<file path="src/rtl/float_cvt_bf16_to_e4m3.sv">
// Two-stage bf16 -> e4m3 narrowing converter: RNE rounding, saturating overflow.
// Optional sticky status port (inexact/overflow/underflow) under `FLOAT_CVT_STATUS_EN.
module float_cvt_bf16_to_e4m3 #(
  parameter int E4M3_BIAS = 7,
  parameter int BF16_BIAS = 127
) (
  input  logic        clock,
  input  logic        reset,
  input  logic        in_valid,
  output logic        in_ready,
  input  logic [15:0] in_data,
  output logic        out_valid,
  input  logic        out_ready,
  output logic [7:0]  out_data
`ifdef FLOAT_CVT_STATUS_EN
  ,
  output logic [2:0]  status,
  input  logic        status_clr
`endif
);

  localparam int STAGES = 2;

  typedef enum logic [2:0] {C_ZERO, C_NORM, C_SUB, C_SAT, C_NAN} cls_e;

  typedef struct packed {
    logic       s;
    cls_e       cls;
    logic [9:0] ee;
    logic [7:0] sig8;
    logic [3:0] shift;
  } s1_t;

  logic [STAGES:1] vld_pipe;
  s1_t             s1_d, s1_q;
  logic            advance;

  assign out_valid = vld_pipe[2];
  assign advance   = !vld_pipe[2] || out_ready;
  assign in_ready  = !reset && (!vld_pipe[1] || advance);

  // ---------------- stage 1: unpack / classify ----------------
  logic [7:0]        e_in;
  logic [6:0]        m_in;
  logic signed [9:0] ee_in;
  logic signed [9:0] sh_raw;

  assign e_in = in_data[14:7];
  assign m_in = in_data[6:0];

  always_comb begin
    ee_in  = $signed({2'b00, e_in}) - 10'sd120;
    sh_raw = 10'sd5 - ee_in;
    s1_d       = '0;
    s1_d.s     = in_data[15];
    s1_d.ee    = ee_in;
    s1_d.sig8  = {1'b1, m_in};
    if (e_in == 8'h00)      s1_d.cls = C_ZERO;
    else if (e_in == 8'hFF) s1_d.cls = (m_in == 7'h00) ? C_SAT : C_NAN;
    else if (ee_in > 10'sd15) s1_d.cls = C_SAT;
    else if (ee_in > 10'sd0)  s1_d.cls = C_NORM;
    else                      s1_d.cls = C_SUB;
    // Beyond 10 every significand bit is already below the guard position.
    if (s1_d.cls == C_SUB)
      s1_d.shift = (sh_raw > 10'sd10) ? 4'd10 : sh_raw[3:0];
  end

  // ---------------- stage 2: round / pack ----------------
  logic [17:0] wide;
  logic [6:0]  em;
  logic        g, st, rnd, sat_rnd;
  logic [7:0]  sum;
  logic [6:0]  mag;
  logic [2:0]  flags;
  logic        inexact, src_nz;

  always_comb begin
    wide    = {s1_q.sig8, 10'b0} >> s1_q.shift;
    em      = {4'b0, wide[12:10]};
    g       = wide[9];
    st      = |wide[8:0];
    if (s1_q.cls == C_NORM) begin
      em = {s1_q.ee[3:0], s1_q.sig8[6:4]};
      g  = s1_q.sig8[3];
      st = |s1_q.sig8[2:0];
    end
    // Rounding acts on {exp,man} so mantissa carry walks into the exponent.
    rnd     = g && (st || em[0]);
    sum     = {1'b0, em} + {7'b0, rnd};
    sat_rnd = (sum >= 8'h7F);
    inexact = g || st;
    src_nz  = |s1_q.sig8[6:0];
    mag     = sat_rnd ? 7'h7E : sum[6:0];
    flags   = '0;
    case (s1_q.cls)
      C_ZERO: begin
        mag   = 7'h00;
        flags = {src_nz, 1'b0, src_nz};
      end
      C_SAT: begin
        mag   = 7'h7E;
        // ee of 135 only comes from E==255, i.e. infinity, which is not inexact.
        flags = {1'b0, 1'b1, (s1_q.ee != 10'd135)};
      end
      C_NAN:  mag = 7'h7F;
      C_NORM: flags = {1'b0, sat_rnd, inexact};
      C_SUB:  flags = {inexact && (mag[6:3] == 4'h0), sat_rnd, inexact};
      default: mag = 7'h7F;
    endcase
  end

  always_ff @(posedge clock) begin
    if (reset) begin
      vld_pipe <= '0;
      s1_q     <= '0;
      out_data <= 8'h00;
    end else begin
      if (advance) vld_pipe[2] <= vld_pipe[1];
      if (advance && vld_pipe[1]) out_data <= {s1_q.s, mag};
      if (in_ready) vld_pipe[1] <= in_valid;
      if (in_ready && in_valid) s1_q <= s1_d;
    end
  end

`ifdef FLOAT_CVT_STATUS_EN
  logic [2:0] out_flags;
  logic       unused_bits;

  assign unused_bits = ^wide[17:13];

  always_ff @(posedge clock) begin
    if (reset) begin
      out_flags <= '0;
      status    <= '0;
    end else begin
      if (advance && vld_pipe[1]) out_flags <= flags;
      // Set wins over clear: a same-edge transfer's flags survive status_clr.
      status <= (status_clr ? 3'b000 : status) |
                ((out_valid && out_ready) ? out_flags : 3'b000);
    end
  end
`else
  logic unused_bits;
  assign unused_bits = ^{wide[17:13], flags, s1_q.ee[9:4]};
`endif

endmodule
</file>
<file path="config.mk">
export PLATFORM = sky130hd
export DESIGN_NAME = float_cvt_bf16_to_e4m3
export DESIGN_NICKNAME = d
export VERILOG_FILES = /design/src/rtl/float_cvt_bf16_to_e4m3.sv
export SDC_FILE = /design/constraint.sdc
export NUM_CORES = 1
export LEC_CHECK = 0
export CORE_ASPECT_RATIO = 1.5
export CORE_MARGIN = 8
export CORE_UTILIZATION = 40
export DETAILED_ROUTE_END_ITERATION = 7
export DONT_BUFFER_PORTS = 1
export GPL_TIMING_DRIVEN = 0
export HOLD_SLACK_MARGIN = 0.15
export PLACE_DENSITY = 0.62
export SETUP_SLACK_MARGIN = 0.02
export SLEW_MARGIN = 20
export SYNTH_ARGS = -nofsm -noshare
export SYNTH_HDL_FRONTEND = slang
export SYNTH_SLANG_ARGS = --single-unit
</file>
<file path="constraint.sdc">
create_clock -name clock -period 3.3 [get_ports clock]
set_input_delay 0.825 -clock clock [delete_from_list [all_inputs] [get_ports clock]]
set_output_delay 0.825 -clock clock [all_outputs]
set_load 0.03 [all_outputs]
</file>
# Word-level counts from Yosys, hierarchy flattened

Index checks and enable logic that the tools add are counted.

Register bits: 30
Bits of input ports: 20
Output and inout bits: 10
Word-level logic and storage cells: 49

Add/subtract/negate cells: 3
Order comparisons: 4
Equality and inequality tests: 5
Shift operators: 1
Muxes and demuxes: 12
Reductions and logical operators: 16

Operators with widths:

| cell                                                                                 | count |
|---|---|
| 7-bit case mux with 3 select lines                                                   | 1 |
| 18-bit by 4-bit >> shifter with 13-bit output                                        | 1 |
| 7-bit two-way mux                                                                    | 2 |
| 10-bit by 5-bit greater-than comparator with 1-bit output (second input constant)    | 1 |
| 4-bit by 9-bit subtractor with 10-bit output (first input constant)                  | 1 |
| 3-bit by 2-bit == test with 1-bit output (second input constant)                     | 3 |
| 9-bit by 1-bit greater-than comparator with 1-bit output (second input constant)     | 1 |
| 9-bit by 5-bit greater-than comparator with 1-bit output (second input constant)     | 1 |
| 3-bit two-way mux                                                                    | 3 |
| 9-bit OR reduction                                                                   | 1 |
| 8-bit by 7-bit subtractor with 9-bit output (second input constant)                  | 1 |
| 7-bit by 1-bit adder with 8-bit output                                               | 1 |
| 8-bit == test (second input constant)                                                | 1 |
| 8-bit by 7-bit greater-or-equal comparator with 1-bit output (second input constant) | 1 |
| 8-bit zero test                                                                      | 1 |
| 4-bit two-way mux                                                                    | 2 |
| 7-bit zero test                                                                      | 1 |
| 1-bit logical AND                                                                    | 4 |
| 2-bit two-way mux                                                                    | 2 |
| 3-bit by 1-bit == test with 1-bit output (second input constant)                     | 1 |
| 1-bit zero test                                                                      | 3 |
| 3-bit zero test                                                                      | 1 |
| 1-bit logical OR                                                                     | 3 |
| 3-bit OR reduction                                                                   | 1 |
| other kinds (2)                                                                      | 3 |

# Depth between registers and ports, before layout

Gate-level depths: netlist (run 1).

Depth after elaboration: 9
Mapped depth: 13

# Worst setup path after synthesis (run 1)

OpenSTA, ideal clock, no wires.

Kind: input port to flip-flop
Start: input in_data[10]
End: register s1_q[0] in the netlist's numbering
Library setup time: 0.087 ns
Arrival time: 2.643 ns
Required time: 3.213 ns
Setup slack: 0.570 ns
Stages: 9
Path buffers: 1
Path through: buf_2 inv_1 ha_1 inv_1 o2111ai_1 xnor2_1 mux2_1 o311a_1 o31ai_1

Cells in the longest elaborated chain, start to end: 8

RTL lines:

| element                                                                              | line | text |
|---|---|---|
| from (decl)                                                                          | 11   | `input logic [15:0] in_data,` |
| 8-bit by 7-bit subtractor with 9-bit output (*)                                      | 52   | `ee_in = $signed({2'b00, e_in}) - 10'sd120;` |
| net ee_in[3]                                                                         | 45   | `logic signed [9:0] ee_in;` |
| branches (longest 6 deep; another with 4-bit by 9-bit subtractor with 10-bit output) | n/a  |  |
| 4-bit two-way mux (*)                                                                | 64   | `if (s1_d.cls == C_SUB)` |
| to (signal assigned)                                                                 | 115  | `s1_q <= '0;` |
| to (signal assigned)                                                                 | 121  | `if (in_ready && in_valid) s1_q <= s1_d;` |
| to (decl)                                                                            | 35   | `s1_t s1_d, s1_q;` |

Mark *: on every way through the listed nets, which the timed path passes.
A chain may end at the register's enable or synchronous reset.

# Worst setup path after layout (run 1)

Start: register s1_q[1] in the netlist's numbering
End: register out_data[0]

Cells in the longest elaborated chain, start to end: 9

RTL lines:

| element                                                      | line | text |
|---|---|---|
| 18-bit by 4-bit >> shifter with 13-bit output (*)            | 78   | `wide = {s1_q.sig8, 10'b0} >> s1_q.shift;` |
| 9-bit OR reduction                                           | 81   | `st = \|wide[8:0];` |
| 1-bit two-way mux                                            | 82   | `if (s1_q.cls == C_NORM) begin` |
| 1-bit logical OR                                             | 88   | `rnd = g && (st \|\| em[0]);` |
| 1-bit logical AND                                            | 88   |  |
| 7-bit by 1-bit adder with 8-bit output (*)                   | 89   | `sum = {1'b0, em} + {7'b0, rnd};` |
| 8-bit by 7-bit greater-or-equal comparator with 1-bit output | 90   | `sat_rnd = (sum >= 8'h7F);` |
| 7-bit two-way mux (*)                                        | 93   | `mag = sat_rnd ? 7'h7E : sum[6:0];` |
| 7-bit case mux with 3 select lines (*)                       | 95   | `case (s1_q.cls)` |
| to (signal assigned)                                         | 119  | `if (advance && vld_pipe[1]) out_data <= {s1_q.s, mag};` |
| to (decl)                                                    | 14   | `output logic [7:0] out_data` |

Every way passes the cells marked *; elsewhere a longest branch is shown, timed or not.

==> impl_metrics.tcl, run 1 <==
set metrics [dict create \
    cts_setup_buffers 0 \
    drv_cap 0 \
    p_leak_nw 0.937 \
    grt_pass1_wl_microns 10200 \
    yosys.area_share.xor_xnor_pct 2.99 \
    final_common_cell "nand2_1" \
    grtUsageTotal_pct 14.6 \
    core-area_sq_um 5740 \
    port_buffers 0 \
    grt_max_degree 11 \
    syn_area_sq_um 2350 \
    drive_above_1_share_pct 11.2 \
    antenna_found_initial 0 \
    syn_nets 330 \
    finalHoldViolations 0 \
    ant_nets 0 \
    synth_top_family_by_area "simple AND/OR/NAND/NOR gates" \
    whs_ns 0.481 \
    hold_class "register to register" \
    clk_latency_ns 0.29 \
    synth-adder-area-share_pct 3.20 \
    ctsLongestPathBuffers 2 \
    drtIter0Drc 168 \
    tightest_slew_ns 0.821 \
    antennaDiodeCount 0 \
    hp-start "s1_q[25]" \
    dp_hpwl_microns 4800 \
    cts_buffers 5 \
    reg2reg_from "s1_q[1]" \
    rsz0062_at_grt "false" \
    critPathKind "register to register" \
    final_cell_mix "nand2_1, dfxtp_1, nor2_1, o21ai_0, inv_1" \
    path_common_cell "mux2i_1" \
    end_kind "register" \
    yosys.area_share.simple_pct 29.2 \
    gr-total-overflow 0 \
    gp_congestion 0.889 \
    setup-tns-final_ns 0 \
    clock_sinks 30 \
    critPathMaxStageDelay_ns 0.47 \
    clock_skew_ns 0.00953 \
    nets 337 \
    grt_pass1_vias 2119 \
    r2r_end "out_data[0]" \
    critPathArrivalTime_ns 3.18 \
    powerDensity_nw_per_um2 379 \
    avgSynthCellArea_sq_um 7.72 \
    row_count 34 \
    dieArea_sq_um 8630 \
    die_w_microns 78.5 \
    vias 2194 \
    cts_tree "built" \
    power.total_uw 961 \
    io_pins 30 \
    h-tree-depth 2 \
    placed_area_sq_um 2440 \
    fmax_ghz 0.333 \
    path_buf_inv 2 \
    holdBufCountCts 0 \
    slowest_stage "a2111o_1" \
    synth_compound_area_share_pct 25.4 \
    synth_cell_types 68 \
    final_core_util_pct 44.1 \
    yosys_warnings 0 \
    cts_resized 0 \
    synth_edf_count 0 \
    holdPathEnd "s1_q[25]" \
    vdd_ir_drop_max_v 0.000182 \
    r2r_cells 13 \
    ys_async_sr_fraction_pct 0 \
    syn_to_final_growth_pct 7.89 \
    synth_mux_area_share_pct 7.30 \
    crit_chain "buf_6, mux2i_1, mux2i_1, a2111o_1, nand3_2, inv_1, ha_1, nand3_1, xor2_1, nor4_1, nand4_1, mux2_4, o211a_1" \
    cp_data_required_time_ns 3.48 \
    min_path_cells 2 \
    ys_ff_latch 30 \
    synth_seq_area_share_pct 25.6 \
    first_pass_iters 5 \
    drt-total-wl_microns 6170 \
    finalCriticalPeriod_ns 3.00 \
    vias_per_cell 5.71 \
    outcome "finished clean" \
    nFillCells 614 \
    fp.dieH_microns 110 \
    cts-root-buf "clkbuf_8" \
    start_util_pct 40.9 \
    synth_flop_cell "dfxtp_1" \
    min_period_over_period_pct 90.9 \
    crit_path_max_fanout 10 \
    wl_per_cell_microns 16.1 \
    maxSlewViolCount 0 \
    slew_headroom_pct 43.8 \
    design_area_sq_um 2530 \
    cp_top_family "multiplexers" \
    synth_cells 304 \
    drc 0 \
    regToRegSetupSlack_ns 0.30 \
    clk_pin_slew_ns 0.07 \
    cp-start-kind "register" \
    setup_violations 0 \
]
metal layers:
layer	global-route usage, %	share of wire [%]	routed length, microns
met1	15.8	41	2550
met2	26.1	50	3060
met3	3.68	6.8	419
met4	6.52	2.3	139
met5	0	0	0
registers in the layout, indices dropped and copies added, names as in the netlist:
register  flops
vld_pipe      2
out_data      8
s1_q         20
where the power goes:
part	total (mW)	switching [mW]	leakage, nW	internal (mW)
logic	0.215	0.124	0.643	0.0911
registers	0.433	0.0463	0.247	0.386
clock network	0.313	0.145	0.0472	0.167
total	0.961	0.316	0.937	0.645
per-stage QoR:
| step | instances | setup slack (ns) |
|---|---|---|
| 2_1_floorplan | 304 | 0.570 |
| 3_3_place_gp | 376 | 0.365 |
| 3_5_place_dp | 376 | 0.326 |
| 4_1_cts | 384 | 0.303 |
| 5_1_grt | 384 | 0.0891 |
| 6_report | 384 | 0.299 |
worst max-delay path by stage:
| stage | from | endpoint | slack (ns) | cells past startpoint |
|---|---|---|---|---|
| after detailed placement | s1_q[1] | out_data[0] | 0.33 | 13 |
| after global routing | s1_q[1] | out_data[0] | 0.09 | 13 |
| after floorplan | in_data[10] | s1_q[0] | 0.57 | 9 |
| final | s1_q[1] | out_data[0] | 0.30 | 13 |
| after CTS | s1_q[1] | out_data[0] | 0.30 | 13 |
| after global placement | s1_q[1] | out_data[0] | 0.36 | 13 |
cell type report:
type | count | area [sq um] | area share (%)
buffer | 16 | 92.6 | 3.66
clock buffer | 6 | 82.6 | 3.26
clock inverter | 2 | 12.5 | 0.494
inverter | 15 | 56.3 | 2.22
multi-input combinational | 243 | 1600 | 63.1
sequential | 30 | 601 | 23.7
tap | 72 | 90.1 | 3.56
cell usage after synthesis (5+ instances only):
| cell | count | area, sq um |
|---|---|---|
| nand2b_1 | 14 | 87.6 |
| nor2_1 | 28 | 105 |
| mux2i_1 | 10 | 100 |
| a21oi_1 | 12 | 60.1 |
| o21ai_0 | 25 | 125 |
| nor2b_1 | 7 | 43.8 |
| clkbuf_1 | 6 | 22.5 |
| o31ai_1 | 5 | 37.5 |
| nand2_1 | 46 | 173 |
| dfxtp_1 | 30 | 601 |
| nor4_1 | 5 | 31.3 |
| ha_1 | 6 | 75.1 |
| inv_1 | 15 | 56.3 |
| buf_2 | 5 | 25.0 |
| nand3_1 | 7 | 35.0 |
cells by family (layout without fill, tap and decap cells):
group / after synthesis / in the layout
AND/OR/NAND/NOR: 132 / 132
AO/OA/AOI/OAI: 82 / 82
buffers and inverters: 31 / 39
flip-flops: 30 / 30
multiplexers: 15 / 15
XOR/XNOR: 8 / 8
adder cells (fa/ha/maj): 6 / 6
worst reg2reg max path: cells and delay by family, from the launching register on:
family                     cells  cell delay [ns]
xor gates and xnor gates       1             0.08
and+or+nand+nor                4             0.63
DFF                            1             0.39
adders and majority gates      1             0.23
muxes                          3             0.73
AOI/OAI and AO/OA              2             0.60
buffers and inverters          2             0.23
Note: power is estimated with default switching activity, not from simulation.
==> inputs of run 2 (changes only) <==
--- a/config.mk
+++ b/config.mk
@@ -13,7 +13,7 @@
 export GPL_TIMING_DRIVEN = 0
 export HOLD_SLACK_MARGIN = 0.15
 export PLACE_DENSITY = 0.62
-export SETUP_SLACK_MARGIN = 0.02
+export SETUP_SLACK_MARGIN = 0.2
 export SLEW_MARGIN = 20
 export SYNTH_ARGS = -nofsm -noshare
 export SYNTH_HDL_FRONTEND = slang
==> run 2 against run 1 <==
Net effect: die area unchanged; non-clock buffer count unchanged; clock skew about the same; clock power about the same; critical path depth down 1; maximum frequency up 2.8%.
==> impl_metrics.tcl, run 2 (same netlist as run 1, synthesis figures left out) <==
set metrics [dict create \
    p_seq_share_pct 45.0 \
    finalHoldViolations 0 \
    drv_cap 0 \
    reg_top3 "s1_q: 20 flops, out_data: 8 flops, vld_pipe: 2 flops" \
    cts_tree "built" \
    cts_setup_buffers 0 \
    pwr-share-clk_pct 32.4 \
    tightest_slew_ns 0.820 \
    p_leak_nw 0.938 \
    finalCriticalPeriod_ns 2.92 \
    outcome "finished clean" \
    syn_to_final_growth_pct 8.32 \
    power.total_uw 963 \
    first_pass_iters 5 \
    nets 337 \
    clock_sinks 30 \
    p_switching_uw 317 \
    maxSlewViolCount 0 \
    placedCellCount 376 \
    final_cell_mix "nand2_1, dfxtp_1, nor2_1, o21ai_0, inv_1" \
    ctsLongestPathBuffers 2 \
    antenna_found_initial 0 \
    grt_max_degree 11 \
    whs_ns 0.481 \
    h-tree-depth 2 \
    setup_violations 0 \
    io_pins 30 \
    p_comb_share_pct 22.6 \
    vdd_ir_drop_max_v 0.000183 \
    fmax_ghz 0.343 \
    netSwitchingFraction_pct 32.9 \
    rsz0062_at_grt "false" \
    wl_per_cell_microns 16.1 \
    place_ws_ns 0.326 \
    setup-tns-final_ns 0 \
    port_buffers 0 \
    vias 2184 \
    die_w_microns 78.5 \
    holdBufCountCts 0 \
    grt_pass1_wl_microns 10200 \
    min_period_over_period_pct 88.4 \
    cp-start-kind "register" \
    end_kind "register" \
    critPathKind "register to register" \
    critPathArrivalTime_ns 3.09 \
    hold_class "register to register" \
    clock_skew_ns 0.00954 \
    clk_pin_slew_ns 0.07 \
    drive_above_1_share_pct 11.9 \
    gr-total-overflow 0 \
    slew_headroom_pct 43.9 \
    fp.dieH_microns 110 \
    drt-total-wl_microns 6190 \
    cp_data_required_time_ns 3.47 \
    clk_latency_ns 0.28 \
    antennaDiodeCount 0 \
    grtUsageTotal_pct 14.6 \
    layout.cells.non_filler 384 \
    core-area_sq_um 5740 \
    final_common_cell "nand2_1" \
    cts-root-buf "clkbuf_8" \
    row_count 34 \
    ant_nets 0 \
    dieArea_sq_um 8630 \
    powerDensity_nw_per_um2 379 \
    dp_hpwl_microns 4800 \
    p_int_uw 646 \
    crit_path_max_fanout 10 \
    grt_pass1_vias 2119 \
    drc 0 \
    drtIter0Drc 169 \
    largest_register "s1_q" \
    start_util_pct 40.9 \
    cts_buffers 5 \
    gp_congestion 0.889 \
    vias_per_cell 5.69 \
    setup_slack_ns 0.382 \
    largest_reg_flops 20 \
]
-- run 2: cell count changes in the layout (fill, tap and decap cells not counted) --
cell	before	now
mux2i_1	10	9
mux2i_2	0	1
nor4_2	0	1
nor4_1	5	4
-- run 2: cell type report --
type	count	area, sq um
Clock inverter	2	12.5
Multi-Input combinational cell	243	1610
Buffer	16	92.6
Sequential cell	30	601
Inverter	15	56.3
Clock buffer	6	82.6
Fill cell	609	3200
Tap cell	72	90.1
-- run 2: path summary, 6_finish.rpt --
check             startpoint     endpoint  slack [ns]  cells after the start
setup / recovery     s1_q[1]  out_data[0]        0.38                     12
hold / removal      s1_q[25]     s1_q[25]        0.48                      2
setup reg to reg     s1_q[1]  out_data[0]        0.38                     12
hold reg to reg     s1_q[25]     s1_q[25]        0.48                      2
-- run 2: metrics by stage --
step / utilization, % / cell area [sq um]
after floorplan: - / 2350
after global placement: 42.4 / 2440
after detailed placement: 42.4 / 2440
after CTS: 44.1 / 2530
after global routing: 44.3 / 2540
final: 44.3 / 2540
-- run 2: repair_timing --
action                                 CTS  global route
setup endpoints to repair                0             1
endpoints found under the hold margin    0             0
resized for setup                        0             2
-- run 2: worst max-delay path, stage by stage, from the launching register on --
cell	delay, ns
dfxtp_1	0.39
buf_6	0.18
mux2i_2	0.28
mux2i_1	0.14
a2111o_1	0.47
nand3_2	0.12
inv_1	0.05
ha_1	0.27
inv_1	0.05
nor4_2	0.30
nand4_1	0.13
mux2_4	0.28
o211a_1	0.13
-- run 2: power groups by stage --
stage	Clock [mW]	Combinational [mW]	Sequential, mW
after floorplan	0	0.177	0.429
after global placement	0	0.213	0.440
after detailed placement	0	0.215	0.441
after CTS	0.321	0.216	0.433
after global routing	0.340	0.243	0.437
final	0.312	0.217	0.433
-- run 2: per-layer routing --
metal / routed length (microns) / global-route usage, % / share of wire, %
met4: 170 / 6.52 / 2.7
met3: 493 / 3.68 / 8.0
met2: 3020 / 26.1 / 49
met1: 2510 / 15.8 / 40
met5: 0 / 0 / 0
